**src/rtl/br_credit_sender_stage_pkg.sv**
```systemverilog
// Shared constants and helpers for the credit sender stage and its counter.
package br_credit_sender_stage_pkg;

  // A sender moves at most one credit per cycle in each direction.
  localparam int unsigned CREDIT_CHANGE_MAX = 1;

  // Bits needed to hold every value in 0..max_value.
  function automatic int unsigned count_width(input int unsigned max_value);
    return $clog2(max_value + 1);
  endfunction

endpackage

```
**src/rtl/br_credit_counter.sv**
```systemverilog
// Credit counter: holds a credit count and reports usable credits after withholding.
// An increment is usable in the same cycle it arrives.
module br_credit_counter
  import br_credit_sender_stage_pkg::*;
#(
  parameter int MaxValue = 1,
  parameter int MaxChange = 1,
  localparam int ValueWidth = count_width(MaxValue),
  localparam int ChangeWidth = count_width(MaxChange)
) (
  input  logic                   clk,
  input  logic                   rst,
  input  logic                   incr_valid,
  input  logic [ChangeWidth-1:0] incr,
  output logic                   decr_ready,
  input  logic                   decr_valid,
  input  logic [ChangeWidth-1:0] decr,
  input  logic [ValueWidth-1:0]  initial_value,
  input  logic [ValueWidth-1:0]  withhold,
  output logic [ValueWidth-1:0]  value,
  output logic [ValueWidth-1:0]  available
);

  // One extra bit so count + incr cannot wrap before the overflow check sees it.
  localparam int SumWidth = ValueWidth + 1;

  logic [SumWidth-1:0] incr_ext;
  logic [SumWidth-1:0] with_incr;
  logic [SumWidth-1:0] avail_ext;
  logic [SumWidth-1:0] decr_ext;
  logic [SumWidth-1:0] value_next;
  logic                decr_fire;

  // Usable credits, decrement handshake and next count.
  always_comb begin
    incr_ext = '0;
    if (incr_valid && !rst) incr_ext = SumWidth'(incr);
    with_incr = {1'b0, value} + incr_ext;
    avail_ext = '0;
    if (with_incr > {1'b0, withhold}) avail_ext = with_incr - {1'b0, withhold};
    available = avail_ext[ValueWidth-1:0];
    if (avail_ext > SumWidth'(MaxValue)) available = ValueWidth'(MaxValue);
    decr_ready = !rst && (avail_ext >= SumWidth'(decr));
    decr_fire = decr_valid && decr_ready;
    decr_ext = decr_fire ? SumWidth'(decr) : '0;
    value_next = with_incr - decr_ext;
  end

  // Count register; reset keeps reloading the initial credit count.
  always_ff @(posedge clk) begin
    if (rst) value <= initial_value;
    else value <= value_next[ValueWidth-1:0];
  end

  assert property (@(posedge clk) disable iff (rst) value_next <= SumWidth'(MaxValue));
  assert property (@(posedge clk) $fell(rst) |-> $past(initial_value) <= ValueWidth'(MaxValue));
  assert property (@(posedge clk) withhold <= ValueWidth'(MaxValue));

endmodule

```
**src/rtl/br_credit_sender_stage.sv**
```systemverilog
// Sender side of a credit-based link: ready/valid push in, credit-gated pop out.
// Each sent flit consumes a credit; each pop_credit pulse returns one.
module br_credit_sender_stage
  import br_credit_sender_stage_pkg::*;
#(
  parameter int Width = 1,
  parameter int MaxCredit = 1,
  parameter bit RegisterPopOutputs = 1,
  parameter bit RegisterPopCredit = 0,
  localparam int CountWidth = $clog2(MaxCredit + 1)
) (
  input  logic                  clk,
  input  logic                  rst_n,
  input  logic                  push_credit_stall,
  output logic                  push_ready,
  input  logic                  push_valid,
  input  logic [Width-1:0]      push_data,
  output logic                  pop_valid,
  output logic [Width-1:0]      pop_data,
  input  logic                  pop_credit,
  input  logic [CountWidth-1:0] credit_initial,
  input  logic [CountWidth-1:0] credit_withhold,
  output logic [CountWidth-1:0] credit_count,
  output logic [CountWidth-1:0] credit_available
);

  logic incr;
  logic counter_ready;
  logic send;

  if (RegisterPopCredit) begin : g_credit_flop
    logic pop_credit_q;
    // Retime the returned credit; anything in flight is dropped by reset.
    always_ff @(posedge clk) begin
      if (!rst_n) pop_credit_q <= 1'b0;
      else pop_credit_q <= pop_credit;
    end
    assign incr = pop_credit_q;
  end else begin : g_credit_comb
    assign incr = pop_credit;
  end

  br_credit_counter #(
    .MaxValue (MaxCredit),
    .MaxChange(CREDIT_CHANGE_MAX)
  ) u_counter (
    .clk          (clk),
    .rst          (!rst_n),
    .incr_valid   (incr),
    .incr         (1'b1),
    .decr_ready   (counter_ready),
    .decr_valid   (push_valid && !push_credit_stall),
    .decr         (1'b1),
    .initial_value(credit_initial),
    .withhold     (credit_withhold),
    .value        (credit_count),
    .available    (credit_available)
  );

  // Ready is independent of push_valid so the producer may wait on it.
  assign push_ready = rst_n && !push_credit_stall && counter_ready;
  assign send = push_valid && push_ready;

  if (RegisterPopOutputs) begin : g_pop_flop
    logic             pop_valid_q;
    logic [Width-1:0] pop_data_q;
    // Launch flop toward the link; data only moves on a send.
    always_ff @(posedge clk) begin
      if (!rst_n) begin
        pop_valid_q <= 1'b0;
        pop_data_q  <= '0;
      end else begin
        pop_valid_q <= send;
        if (send) pop_data_q <= push_data;
      end
    end
    assign pop_valid = pop_valid_q;
    assign pop_data  = pop_data_q;

    assert property (@(posedge clk) disable iff (!rst_n) pop_valid_q |-> $past(send));
  end else begin : g_pop_comb
    assign pop_valid = send;
    assign pop_data  = push_data;
  end

  assert property (@(posedge clk) disable iff (!rst_n)
    push_valid && !push_ready |=> push_valid && $stable(push_data));

  cover property (@(posedge clk) disable iff (!rst_n) credit_count == '0);
  cover property (@(posedge clk) disable iff (!rst_n) credit_count == CountWidth'(MaxCredit));
  cover property (@(posedge clk) disable iff (!rst_n) push_credit_stall && push_valid);
  cover property (@(posedge clk) disable iff (!rst_n) incr && send);

endmodule

```
**config.mk**
```make
export PLATFORM = sky130hd
export DESIGN_NAME = br_credit_sender_stage
export DESIGN_NICKNAME = d
export VERILOG_FILES = /design/src/rtl/br_credit_sender_stage_pkg.sv /design/src/rtl/br_credit_counter.sv /design/src/rtl/br_credit_sender_stage.sv
export SDC_FILE = /design/constraint.sdc
export NUM_CORES = 1
export LEC_CHECK = 0
export CAP_MARGIN = 20
export CORE_AREA = 2 2 39 41
export CTS_CLUSTER_SIZE = 12
export DETAILED_ROUTE_END_ITERATION = 16
export DIE_AREA = 0 0 41 43
export GPL_TIMING_DRIVEN = 0
export SETUP_SLACK_MARGIN = 0.15
export SLEW_MARGIN = 20
export SYNTH_ARGS = -nofsm -noshare
export SYNTH_HDL_FRONTEND = slang
export SYNTH_SLANG_ARGS = --single-unit
```
**constraint.sdc**
```tcl
create_clock -name clk -period 1.5 [get_ports clk]
set_input_delay 0.3 -clock clk [delete_from_list [all_inputs] [get_ports clk]]
set_output_delay 0.3 -clock clk [all_outputs]
set_load 0.02 [all_outputs]
```
==> flow_metrics.env <==
export IMPL_status="complete, but fails checks"
export IMPL_violations="negative setup slack"
export IMPL_synth_largest_area_cell="dfxtp_1"
export IMPL_grt_start_max_net_pins=6
export IMPL_crit_arrival_ns=1.29
export IMPL_cts_made_buffers=3
export IMPL_placed_area_um2=321.6
export IMPL_routed_wl_um=493
export IMPL_cts_sinks=3
export IMPL_hold_viol=0
export IMPL_critPathMostFrequentCell="buf_6"
export IMPL_place_gp_congestion=0.6020
export IMPL_fmax_mhz=630.4
export IMPL_cp_max_fo=2
export IMPL_first_pass_iters=2
export IMPL_synth_area_leaders="dfxtp_1 (34%), fa_1 (11%), nand3b_4 (11%)"
export IMPL_htree_levels=1
export IMPL_fin_crit_ns=1.586
export IMPL_synth_top_area_share_pct=33.57
export IMPL_worstPathCellList="buf_6, and2_4, fa_2, and3b_1, buf_6"
export IMPL_total_leakage_power_uw=0.0002014
export IMPL_fin_ws_ns=-0.08626
export IMPL_syn_area_per_cell_um2=11.93
export IMPL_io_pins=13
export IMPL_first_iter_violations=2
export IMPL_slew_viol_final=0
export IMPL_slew_headroom_pct=85.59
export IMPL_fin_crit_sh_pct=105.8
export IMPL_yosys_warnings=0
export IMPL_cts_root_buf="clkbuf_4"
export IMPL_dpl_cell_count=43
export IMPL_fin_cells=51
export IMPL_grt_pass1_vias=162
export IMPL_hold_path_class="in -> reg"
export IMPL_avgRoutedWirePerCell_um=9.667
export IMPL_slowest_stage="fa_2"
export IMPL_finalInstanceArea_um2=400.4
export IMPL_ant_nets=0
export IMPL_rows=14
export IMPL_endpoint_kind="primary output"
export IMPL_worstPathRequired_ns=1.20
export IMPL_rsz0062_at_grt="yes"
export IMPL_cts_tree="built"
export IMPL_syn_cell_area_um2=178.9
export IMPL_final_cell_mix="buf_6 (5), clkdlybuf4s50_1 (4), dlygate4sd2_1 (4)"
export IMPL_cap_violations=0
export IMPL_track_usage_pct=6.633
export IMPL_clkTransAtPathRegs_ns=0.04
export IMPL_vias=184
export IMPL_core_um2=1384
export IMPL_nNetsFinal=46
export IMPL_grt_antenna_before_repair=0
export IMPL_globalRoute_totalOverflow=0
export IMPL_grt_pass1_wl_um=662
export IMPL_finalHoldWorstSlack_ns=0.3500
export IMPL_syn_inst=15
export IMPL_path_class="in -> out"
export IMPL_max_stage_delay_ns=0.41
export IMPL_worst_pin_slew_ns=0.2170
export IMPL_powerDensity_nw_per_um2=877.3
export IMPL_finalClockSkew_ns=0.003384
export IMPL_cp_start_kind="primary input"
export IMPL_syn_to_final_growth_pct=123.8
export IMPL_vdd_drop_max_v=0.0002396
export IMPL_finalSetupViolCount=2
export IMPL_die_h_um=43
export IMPL_ys_ff_latch=3
export IMPL_ys_seq_area_share_pct=33.57
export IMPL_clockBufferDepth=2
export IMPL_clock_latency_ns=0.23
export IMPL_die_width_um=41
export IMPL_fin_util_pct=28.93
export IMPL_synth_fp_nets=25
export IMPL_yosysUniqueCellTypes=13
export IMPL_viasPerCell=3.608
export IMPL_initial_core_util_pct=12.93
export IMPL_numPortBuffers=12
export IMPL_layout_commonest_cell="buf_6"
export IMPL_drive_above_1_share_pct=51.43
export IMPL_antenna_cells=0
export IMPL_design_die_area_um2=1763
export IMPL_setup_tns_ns=-0.08808
export IMPL_drc=0
-- registers in the layout, indices dropped and copies added (netlist names) --
register / flops
pop_data: 1
pop_valid: 1
u_counter.value: 1
-- logic make-up after synthesis --
logic type | count (synthesis) | synth area share, %
mux | 1 | 5.595
xor+xnor | 1 | 4.896
fa+ha+maj | 2 | 18.18
compound gates | 1 | 4.896
simple gates | 6 | 30.77
flops | 3 | 33.57
buf+inv | 1 | 2.096
-- synth_stat cells --
library cell / n
a21oi_2: 1
nand3b_4: 1
mux2i_1: 1
nor2b_1: 1
fa_1: 1
ha_1: 1
xor2_1: 1
and4b_1: 1
inv_1: 1
dfxtp_1: 3
and2_1: 1
nor2_1: 1
and3b_1: 1
-- through the flow --
step	setup WS (ns)	total power, uW
2_1_floorplan	0.02894	139.6
3_3_place_gp	-0.9296	185.6
3_5_place_dp	-0.9288	185.9
4_1_cts	-0.06194	349.4
5_1_grt	-0.1224	375.2
6_report	-0.08626	351.3
-- report_power, final --
part | internal (uW) | switching, uW
registers | 87.5 | 5.56
logic | 68.9 | 49.0
clock network | 99.6 | 40.7
-- worst paths after layout --
| check | to | cells after the start | start | slack, ns |
|---|---|---|---|---|
| hold / removal | u_counter.value | 3 | rst_n | 0.35 |
| hold reg to reg | pop_data | 2 | pop_data | 0.52 |
| setup / recovery | push_ready | 5 | pop_credit | -0.09 |
| setup reg to reg | pop_data | 6 | u_counter.value | 0.14 |
-- worst max-delay path: cells and delay by family --
family / cells / cell delay [ns]
adders and majority gates: 1 / 0.41
buffers and inverters: 2 / 0.22
and+or+nand+nor: 2 / 0.36
-- repair_timing --
item | in CTS | in global routing
setup buffers | 4 | 0
pin swaps | 3 | 5
resized for setup | 30 | 3
hold buffers | 0 | 0
setup endpoints to repair | 8 | 4
-- layout make-up --
cell class	count	area [um^2]
Fill cell	151	983.4
Timing Repair Buffer	16	161.4
Inverter	1	3.754
Clock buffer	4	26.28
Sequential cell	3	61.31
Multi-Input combinational cell	11	127.6
Tap cell	16	20.02
-- per-layer routing --
metal,vias to the layer above,track usage [%],part of all wire [%]
met5,-,0,0
met4,0,4.000,0
met3,0,8.901,21
met2,15,6.875,42
met1,82,6.774,37
li1,87,-,-
(Power assumes the default switching activity.)
